==> src/rtl/cpu_pkg.sv <==
// Shared types and encodings for the instruction register / control FSM.
package cpu_pkg;

  // Instruction and immediate width; the decode assumes a 16-bit word.
  localparam int IR_W = 16;

  // Controller states.
  typedef enum logic [2:0] {
    WAIT,
    DECODE,
    WR_IMM,
    GET_A,
    GET_B,
    EXEC,
    WR_REG
  } state_t;

  // Instruction classes produced by the decoder.
  typedef enum logic [2:0] {
    INS_UNDEF,
    INS_MOV_IMM,
    INS_MOV_REG,
    INS_MVN,
    INS_ADD,
    INS_CMP,
    INS_AND
  } instr_cls_t;

  // Opcode field values (IR[15:13]).
  localparam logic [2:0] OPC_MOV = 3'b110;
  localparam logic [2:0] OPC_ALU = 3'b101;

  // op field values (IR[12:11]).
  localparam logic [1:0] OP_MOV_IMM = 2'b10;
  localparam logic [1:0] OP_MOV_REG = 2'b00;
  localparam logic [1:0] OP_ADD     = 2'b00;
  localparam logic [1:0] OP_CMP     = 2'b01;
  localparam logic [1:0] OP_AND     = 2'b10;
  localparam logic [1:0] OP_MVN     = 2'b11;

  // ALU operation encodings.
  localparam logic [1:0] ALU_ADD  = 2'b00;
  localparam logic [1:0] ALU_SUB  = 2'b01;
  localparam logic [1:0] ALU_AND  = 2'b10;
  localparam logic [1:0] ALU_NOTB = 2'b11;

  // Write-back mux encodings.
  localparam logic [1:0] VSEL_C     = 2'b00;
  localparam logic [1:0] VSEL_PC    = 2'b01;
  localparam logic [1:0] VSEL_IMM   = 2'b10;
  localparam logic [1:0] VSEL_MDATA = 2'b11;

  // ALU operation used in the EXEC state for a given instruction class.
  function automatic logic [1:0] alu_op_for(input instr_cls_t cls);
    logic [1:0] op_sel;
    op_sel = ALU_ADD;
    case (cls)
      INS_CMP: op_sel = ALU_SUB;
      INS_AND: op_sel = ALU_AND;
      INS_MVN: op_sel = ALU_NOTB;
      default: op_sel = ALU_ADD;
    endcase
    return op_sel;
  endfunction

endpackage

==> src/rtl/cpu_ctrl_if.sv <==
// Instruction handshake plus every datapath control line driven by cpu_ctrl.
// master: the environment feeding instructions and consuming controls.
// slave:  the controller itself.
interface cpu_ctrl_if #(
  parameter int DATA_W = cpu_pkg::IR_W
);
  logic [DATA_W-1:0] in;
  logic              load;
  logic              s;
  logic              w;
  logic [2:0]        readnum;
  logic [2:0]        writenum;
  logic              write;
  logic [1:0]        vsel;
  logic              loada;
  logic              loadb;
  logic              loadc;
  logic              loads;
  logic              asel;
  logic              bsel;
  logic [1:0]        shift;
  logic [1:0]        ALUop;
  logic [DATA_W-1:0] sximm8;
  logic [DATA_W-1:0] sximm5;

  modport master (
    output in, load, s,
    input  w, readnum, writenum, write, vsel, loada, loadb, loadc, loads,
           asel, bsel, shift, ALUop, sximm8, sximm5
  );

  modport slave (
    input  in, load, s,
    output w, readnum, writenum, write, vsel, loada, loadb, loadc, loads,
           asel, bsel, shift, ALUop, sximm8, sximm5
  );
endinterface

==> src/rtl/instr_dec.sv <==
// Combinational instruction decoder: splits the IR into fields, sign-extends
// the immediates and classifies the instruction.
module instr_dec
  import cpu_pkg::*;
#(
  parameter int DATA_W = IR_W
) (
  input  logic [DATA_W-1:0] ir,
  output logic [2:0]        rn,
  output logic [2:0]        rd,
  output logic [1:0]        sh,
  output logic [2:0]        rm,
  output logic [DATA_W-1:0] sximm5,
  output logic [DATA_W-1:0] sximm8,
  output instr_cls_t        cls
);

  logic [2:0] opcode;
  logic [1:0] op;

  assign opcode = ir[15:13];
  assign op     = ir[12:11];
  assign rn     = ir[10:8];
  assign rd     = ir[7:5];
  assign sh     = ir[4:3];
  assign rm     = ir[2:0];

  // Low immediate bits pass straight through; upper bits replicate the sign.
  assign sximm8[7:0] = ir[7:0];
  assign sximm5[4:0] = ir[4:0];

  genvar gi;
  generate
    for (gi = 8; gi < DATA_W; gi++) begin : g_sx8
      assign sximm8[gi] = ir[7];
    end
    for (gi = 5; gi < DATA_W; gi++) begin : g_sx5
      assign sximm5[gi] = ir[4];
    end
  endgenerate

  // Map opcode/op pairs onto instruction classes; anything unlisted is undefined.
  always_comb begin
    cls = INS_UNDEF;
    if (opcode == OPC_MOV) begin
      if (op == OP_MOV_IMM)      cls = INS_MOV_IMM;
      else if (op == OP_MOV_REG) cls = INS_MOV_REG;
    end else if (opcode == OPC_ALU) begin
      case (op)
        OP_ADD:  cls = INS_ADD;
        OP_CMP:  cls = INS_CMP;
        OP_AND:  cls = INS_AND;
        default: cls = INS_MVN;
      endcase
    end
  end

endmodule

==> src/rtl/cpu_ctrl.sv <==
// Instruction register and multi-cycle control FSM for the 16-bit datapath.
// All control outputs are Moore outputs of the state register and the IR.
module cpu_ctrl
  import cpu_pkg::*;
#(
  parameter int DATA_W = IR_W   // only 16 is meaningful for this instruction set
) (
  input  logic       clk,
  input  logic       reset,
  cpu_ctrl_if.slave  bus
);

  logic [DATA_W-1:0] ir_reg;
  state_t            state_reg;
  state_t            state_next;

  logic [2:0]        rn;
  logic [2:0]        rd;
  logic [1:0]        sh;
  logic [2:0]        rm;
  logic [DATA_W-1:0] sximm5;
  logic [DATA_W-1:0] sximm8;
  instr_cls_t        cls;

  instr_dec #(.DATA_W(DATA_W)) u_dec (
    .ir     (ir_reg),
    .rn     (rn),
    .rd     (rd),
    .sh     (sh),
    .rm     (rm),
    .sximm5 (sximm5),
    .sximm8 (sximm8),
    .cls    (cls)
  );

  // State and IR registers; IR only accepts a new word while idle so it stays
  // stable for the whole instruction.
  always_ff @(posedge clk) begin
    if (reset) begin
      state_reg <= WAIT;
      ir_reg    <= '0;
    end else begin
      state_reg <= state_next;
      if (bus.load && (state_reg == WAIT)) begin
        ir_reg <= bus.in;
      end
    end
  end

  logic       w_c;
  logic       write_c;
  logic       loada_c;
  logic       loadb_c;
  logic       loadc_c;
  logic       loads_c;
  logic       asel_c;
  logic [1:0] vsel_c;
  logic [1:0] aluop_c;
  logic [2:0] readnum_c;
  logic [2:0] writenum_c;

  // Next-state sequencing and per-state control decode.
  always_comb begin
    state_next = state_reg;
    w_c        = 1'b0;
    write_c    = 1'b0;
    loada_c    = 1'b0;
    loadb_c    = 1'b0;
    loadc_c    = 1'b0;
    loads_c    = 1'b0;
    asel_c     = 1'b0;
    vsel_c     = VSEL_C;
    aluop_c    = ALU_ADD;
    readnum_c  = 3'd0;
    writenum_c = 3'd0;

    case (state_reg)
      WAIT: begin
        w_c = 1'b1;
        if (bus.s) state_next = DECODE;
      end
      DECODE: begin
        case (cls)
          INS_MOV_IMM:          state_next = WR_IMM;
          INS_MOV_REG, INS_MVN: state_next = GET_B;
          INS_ADD, INS_CMP,
          INS_AND:              state_next = GET_A;
          default:              state_next = WAIT;
        endcase
      end
      WR_IMM: begin
        writenum_c = rn;
        vsel_c     = VSEL_IMM;
        write_c    = 1'b1;
        state_next = WAIT;
      end
      GET_A: begin
        readnum_c  = rn;
        loada_c    = 1'b1;
        state_next = GET_B;
      end
      GET_B: begin
        readnum_c  = rm;
        loadb_c    = 1'b1;
        state_next = EXEC;
      end
      EXEC: begin
        aluop_c = alu_op_for(cls);
        // MOV reg is computed as 0 + shifted B.
        asel_c  = (cls == INS_MOV_REG);
        if (cls == INS_CMP) begin
          loads_c    = 1'b1;
          state_next = WAIT;
        end else begin
          loadc_c    = 1'b1;
          state_next = WR_REG;
        end
      end
      WR_REG: begin
        writenum_c = rd;
        vsel_c     = VSEL_C;
        write_c    = 1'b1;
        state_next = WAIT;
      end
      default: state_next = WAIT;
    endcase
  end

  assign bus.w        = w_c;
  assign bus.write    = write_c;
  assign bus.loada    = loada_c;
  assign bus.loadb    = loadb_c;
  assign bus.loadc    = loadc_c;
  assign bus.loads    = loads_c;
  assign bus.asel     = asel_c;
  assign bus.bsel     = 1'b0;
  assign bus.vsel     = vsel_c;
  assign bus.ALUop    = aluop_c;
  assign bus.readnum  = readnum_c;
  assign bus.writenum = writenum_c;
  assign bus.shift    = sh;
  assign bus.sximm8   = sximm8;
  assign bus.sximm5   = sximm5;

endmodule
==> src/flat_wrapper.sv <==
// flat-port wrapper written by rule: the top's interface ports become plain ports
module cpu_ctrl_flat import cpu_pkg::*;
#(
  parameter int DATA_W = IR_W                                                    
)
  (clk, reset, bus_in, bus_load, bus_s, bus_w, bus_readnum, bus_writenum, bus_write, bus_vsel, bus_loada, bus_loadb, bus_loadc, bus_loads, bus_asel, bus_bsel, bus_shift, bus_ALUop, bus_sximm8, bus_sximm5);
  cpu_ctrl_if #(.DATA_W(DATA_W)) bus_i ();
  input  logic clk;
  input  logic reset;
  input wire logic [$bits(bus_i.in)-1:0] bus_in;
  input wire logic [$bits(bus_i.load)-1:0] bus_load;
  input wire logic [$bits(bus_i.s)-1:0] bus_s;
  output wire logic [$bits(bus_i.w)-1:0] bus_w;
  output wire logic [$bits(bus_i.readnum)-1:0] bus_readnum;
  output wire logic [$bits(bus_i.writenum)-1:0] bus_writenum;
  output wire logic [$bits(bus_i.write)-1:0] bus_write;
  output wire logic [$bits(bus_i.vsel)-1:0] bus_vsel;
  output wire logic [$bits(bus_i.loada)-1:0] bus_loada;
  output wire logic [$bits(bus_i.loadb)-1:0] bus_loadb;
  output wire logic [$bits(bus_i.loadc)-1:0] bus_loadc;
  output wire logic [$bits(bus_i.loads)-1:0] bus_loads;
  output wire logic [$bits(bus_i.asel)-1:0] bus_asel;
  output wire logic [$bits(bus_i.bsel)-1:0] bus_bsel;
  output wire logic [$bits(bus_i.shift)-1:0] bus_shift;
  output wire logic [$bits(bus_i.ALUop)-1:0] bus_ALUop;
  output wire logic [$bits(bus_i.sximm8)-1:0] bus_sximm8;
  output wire logic [$bits(bus_i.sximm5)-1:0] bus_sximm5;
  assign bus_i.in = bus_in;
  assign bus_i.load = bus_load;
  assign bus_i.s = bus_s;
  assign bus_w = bus_i.w;
  assign bus_readnum = bus_i.readnum;
  assign bus_writenum = bus_i.writenum;
  assign bus_write = bus_i.write;
  assign bus_vsel = bus_i.vsel;
  assign bus_loada = bus_i.loada;
  assign bus_loadb = bus_i.loadb;
  assign bus_loadc = bus_i.loadc;
  assign bus_loads = bus_i.loads;
  assign bus_asel = bus_i.asel;
  assign bus_bsel = bus_i.bsel;
  assign bus_shift = bus_i.shift;
  assign bus_ALUop = bus_i.ALUop;
  assign bus_sximm8 = bus_i.sximm8;
  assign bus_sximm5 = bus_i.sximm5;
  cpu_ctrl #(.DATA_W(DATA_W)) u_core (.clk(clk), .reset(reset), .bus(bus_i));
endmodule
==> config.mk <==
export PLATFORM = sky130hd
export DESIGN_NAME = cpu_ctrl_flat
export DESIGN_NICKNAME = d
export VERILOG_FILES = /design/src/rtl/cpu_pkg.sv /design/src/rtl/cpu_ctrl_if.sv /design/src/rtl/instr_dec.sv /design/src/rtl/cpu_ctrl.sv /design/src/flat_wrapper.sv
export SDC_FILE = /design/constraint.sdc
export NUM_CORES = 1
export LEC_CHECK = 0
export CORE_MARGIN = 2
export CORE_UTILIZATION = 38
export DETAILED_ROUTE_END_ITERATION = 16
export PLACE_DENSITY_LB_ADDON = 0.2
export SYNTH_ARGS = -nofsm -noshare
export SYNTH_HDL_FRONTEND = slang
export SYNTH_SLANG_ARGS = --single-unit
==> constraint.sdc <==
create_clock -name clk -period 1.95 [get_ports clk]
set_clock_uncertainty 0.2 [all_clocks]
set_input_delay 0.585 -clock clk [delete_from_list [all_inputs] [get_ports clk]]
set_output_delay 0.585 -clock clk [all_outputs]
set_load 0.05 [all_outputs]
==> reports/results.txt <==
Tmin final = 2.22 ns
hold_buf cts = 0
Critical Path Source Type = flip-flop
Die ar. = 3710 sq um
VDD IR-drop max = 526 uV
cell area power density = 462 nW/um^2
via count = 1266
vias in the first global route = 1360
GP Congestion = 0.740
layout overhead on the synthesized area = 118%
setup TNS = -3.10 ns
CTS buffer count = 3
CTS sink count = 19
predominant post-synthesis flop cell = dfxtp_1
Yosys warning count = 0
ranking of synthesized cells by area = dfxtp_1 31%, buf_4 23%, nand2_1 11%, a21oi_2 7.1%, nor2_1 3.4%
# DRC = 0
antenna-violating nets left = 0
initial antenna violation count = 0
htree depth = 1
Synth top area share = 30.9%
Final setup viols = 16
Layout Utilization = 87.3%
grt total ovfl = 0
Std-Cell Rows = 20
Final Hold Slack = 0.335 ns
layout cells sized above 1 = 60.8%
clock latency on the worst-skew pair = 0.30 ns
CP max FO = 5
setup ws final = -0.271 ns
Final Hold Vio Count = 0
post-route clock period utilization = 114%
num ports = 72
Max Fclk = 0.450 GHz
Mapped Area = 1230 sq um
global-route wire length before repair = 6710 microns
cell taking the most area after synthesis = dfxtp_1
Crit path required time = 1.16 ns
Seq cells post-synth = 19
drt initial violations = 61
Crit. End Element = output pin
final WL = 4300 microns
Leakage = 0.00107 uW
fin nets = 238
largest net degree at the start of global routing = 17
RSZ-0062 raised after global routing = yes
HPWL Detailed = 2710 microns
Data arrival, critical path = 1.44 ns
Root Driver = clkbuf_4
maximum clock path buffer count = 2
initial core utilization = 40.0%
DR vias/cell = 4.85
sequential share of the synthesized area = 30.9%
Total GRT Usage = 24.6%
failing checks = negative setup slack
Worst-path clk slew = 0.12 ns
IO buf count = 69
Fillers = 126
Die Y = 60.9 microns
worst min path class = flip-flop to flip-flop
post-synth cell types = 30
max reg flops = 16
max_cap viols = 0
Ant. Diodes = 0
Post-synth EDFFs = 0
drt pass-1 iters = 4
outcome = complete, but fails checks
Avg Inst Size Synth = 7.79 sq um
Mapped Cells = 158
Slew Limit Fails = 0
CP Class = flip-flop to output pin
fraction of registers with async set/reset = 0%
CTS tree = built
Core Region = 3080 sq um
die width = 60.9 microns
Wirelength per Cell = 16.5 microns
path summary, 6_finish.rpt:
check	from	to	slack (ns)	depth (start not counted)
setup reg to reg	u_core.state_reg[0]	u_core.ir_reg[1]	0.16	8
hold / removal	u_core.ir_reg[14]	u_core.ir_reg[14]	0.34	2
setup / recovery	u_core.state_reg[0]	bus_readnum[1]	-0.27	5
hold reg to reg	u_core.ir_reg[14]	u_core.ir_reg[14]	0.34	2
timing repair:
item	CTS	global route
gates resized for setup	42	12
setup endpoints to repair	16	25
pin swaps	9	9
setup buffers	11	6
cell type report:
class | count | area, sq um | area share (%)
Clock buffer | 3 | 22.5 | 0.838
Clock inverter | 1 | 5.00 | 0.186
Inverter | 3 | 13.8 | 0.512
Multi-Input combinational cell | 94 | 744 | 27.7
Sequential cell | 19 | 399 | 14.9
Tap cell | 44 | 55.1 | 2.05
Timing Repair Buffer | 97 | 1450 | 53.9
where the power goes:
group / switching, uW / internal (uW) / total, uW
Sequential: 43.6 / 409 / 453
Combinational: 301 / 277 / 578
Clock: 133 / 76.5 / 210
through the flow:
step / cells / worst slack [ns] / total power (uW) / cell area, sq um
2_1_floorplan: 159 / -0.0959 / 767 / 1310
3_3_place_gp: 243 / 0.0479 / 974 / 2350
3_5_place_dp: 243 / -0.0449 / 983 / 2350
4_1_cts: 258 / -0.221 / 1220 / 2620
5_1_grt: 261 / -0.339 / 1290 / 2690
6_report: 261 / -0.271 / 1240 / 2690
routing by layer:
layer | global-route usage, % | part of all wire [%] | wire (microns) | vias to the layer above
li1 | - | - | - | 593
met1 | 27.1 | 38 | 1610 | 611
met2 | 46.2 | 54 | 2320 | 52
met3 | 6.40 | 6.1 | 264 | 10
met4 | 6.52 | 2.3 | 100 | 0
met5 | 0 | 0 | 0 | -
worst max-delay path, stage by stage (launching register included):
cell and delay (ns):
dfxtp_4 0.40, buf_4 0.13, nor2_4 0.03, and2_4 0.19, a22o_4 0.24, buf_12 0.15
synthesized netlist by cell type (3+ instances only):
| cell type | count |
|---|---|
| a21oi_1 | 8 |
| a21oi_2 | 10 |
| a22o_1 | 3 |
| buf_4 | 37 |
| dfxtp_1 | 19 |
| inv_1 | 3 |
| mux2i_1 | 3 |
| nand2_1 | 36 |
| nor2_1 | 11 |
placed cells by master, fill, tap and decap left out, types with 2 or more instances in the layout:
master,count
buf_12,51
nand2_1,33
buf_4,20
clkdlybuf4s50_1,19
dfxtp_1,12
a21oi_2,10
nor2_4,8
a21oi_1,8
buf_6,5
dfxtp_4,4
mux2i_4,3
a22o_4,3
nand2_2,3
nor2_1,3
clkbuf_4,3
dfxtp_2,3
inv_2,2
nor3b_4,2
and2_4,2
o21ai_0,2
conb_1,2
buf_8,2
kinds of logic after synthesis:
| kind of cell | synth area share [%] |
|---|---|
| other | 0.305 |
| muxes | 2.44 |
| buffers and inverters | 27.3 |
| AOI/OAI and AO/OA | 15.3 |
| DFF | 30.9 |
| and+or+nand+nor | 23.7 |
(Power assumes the default switching activity.)
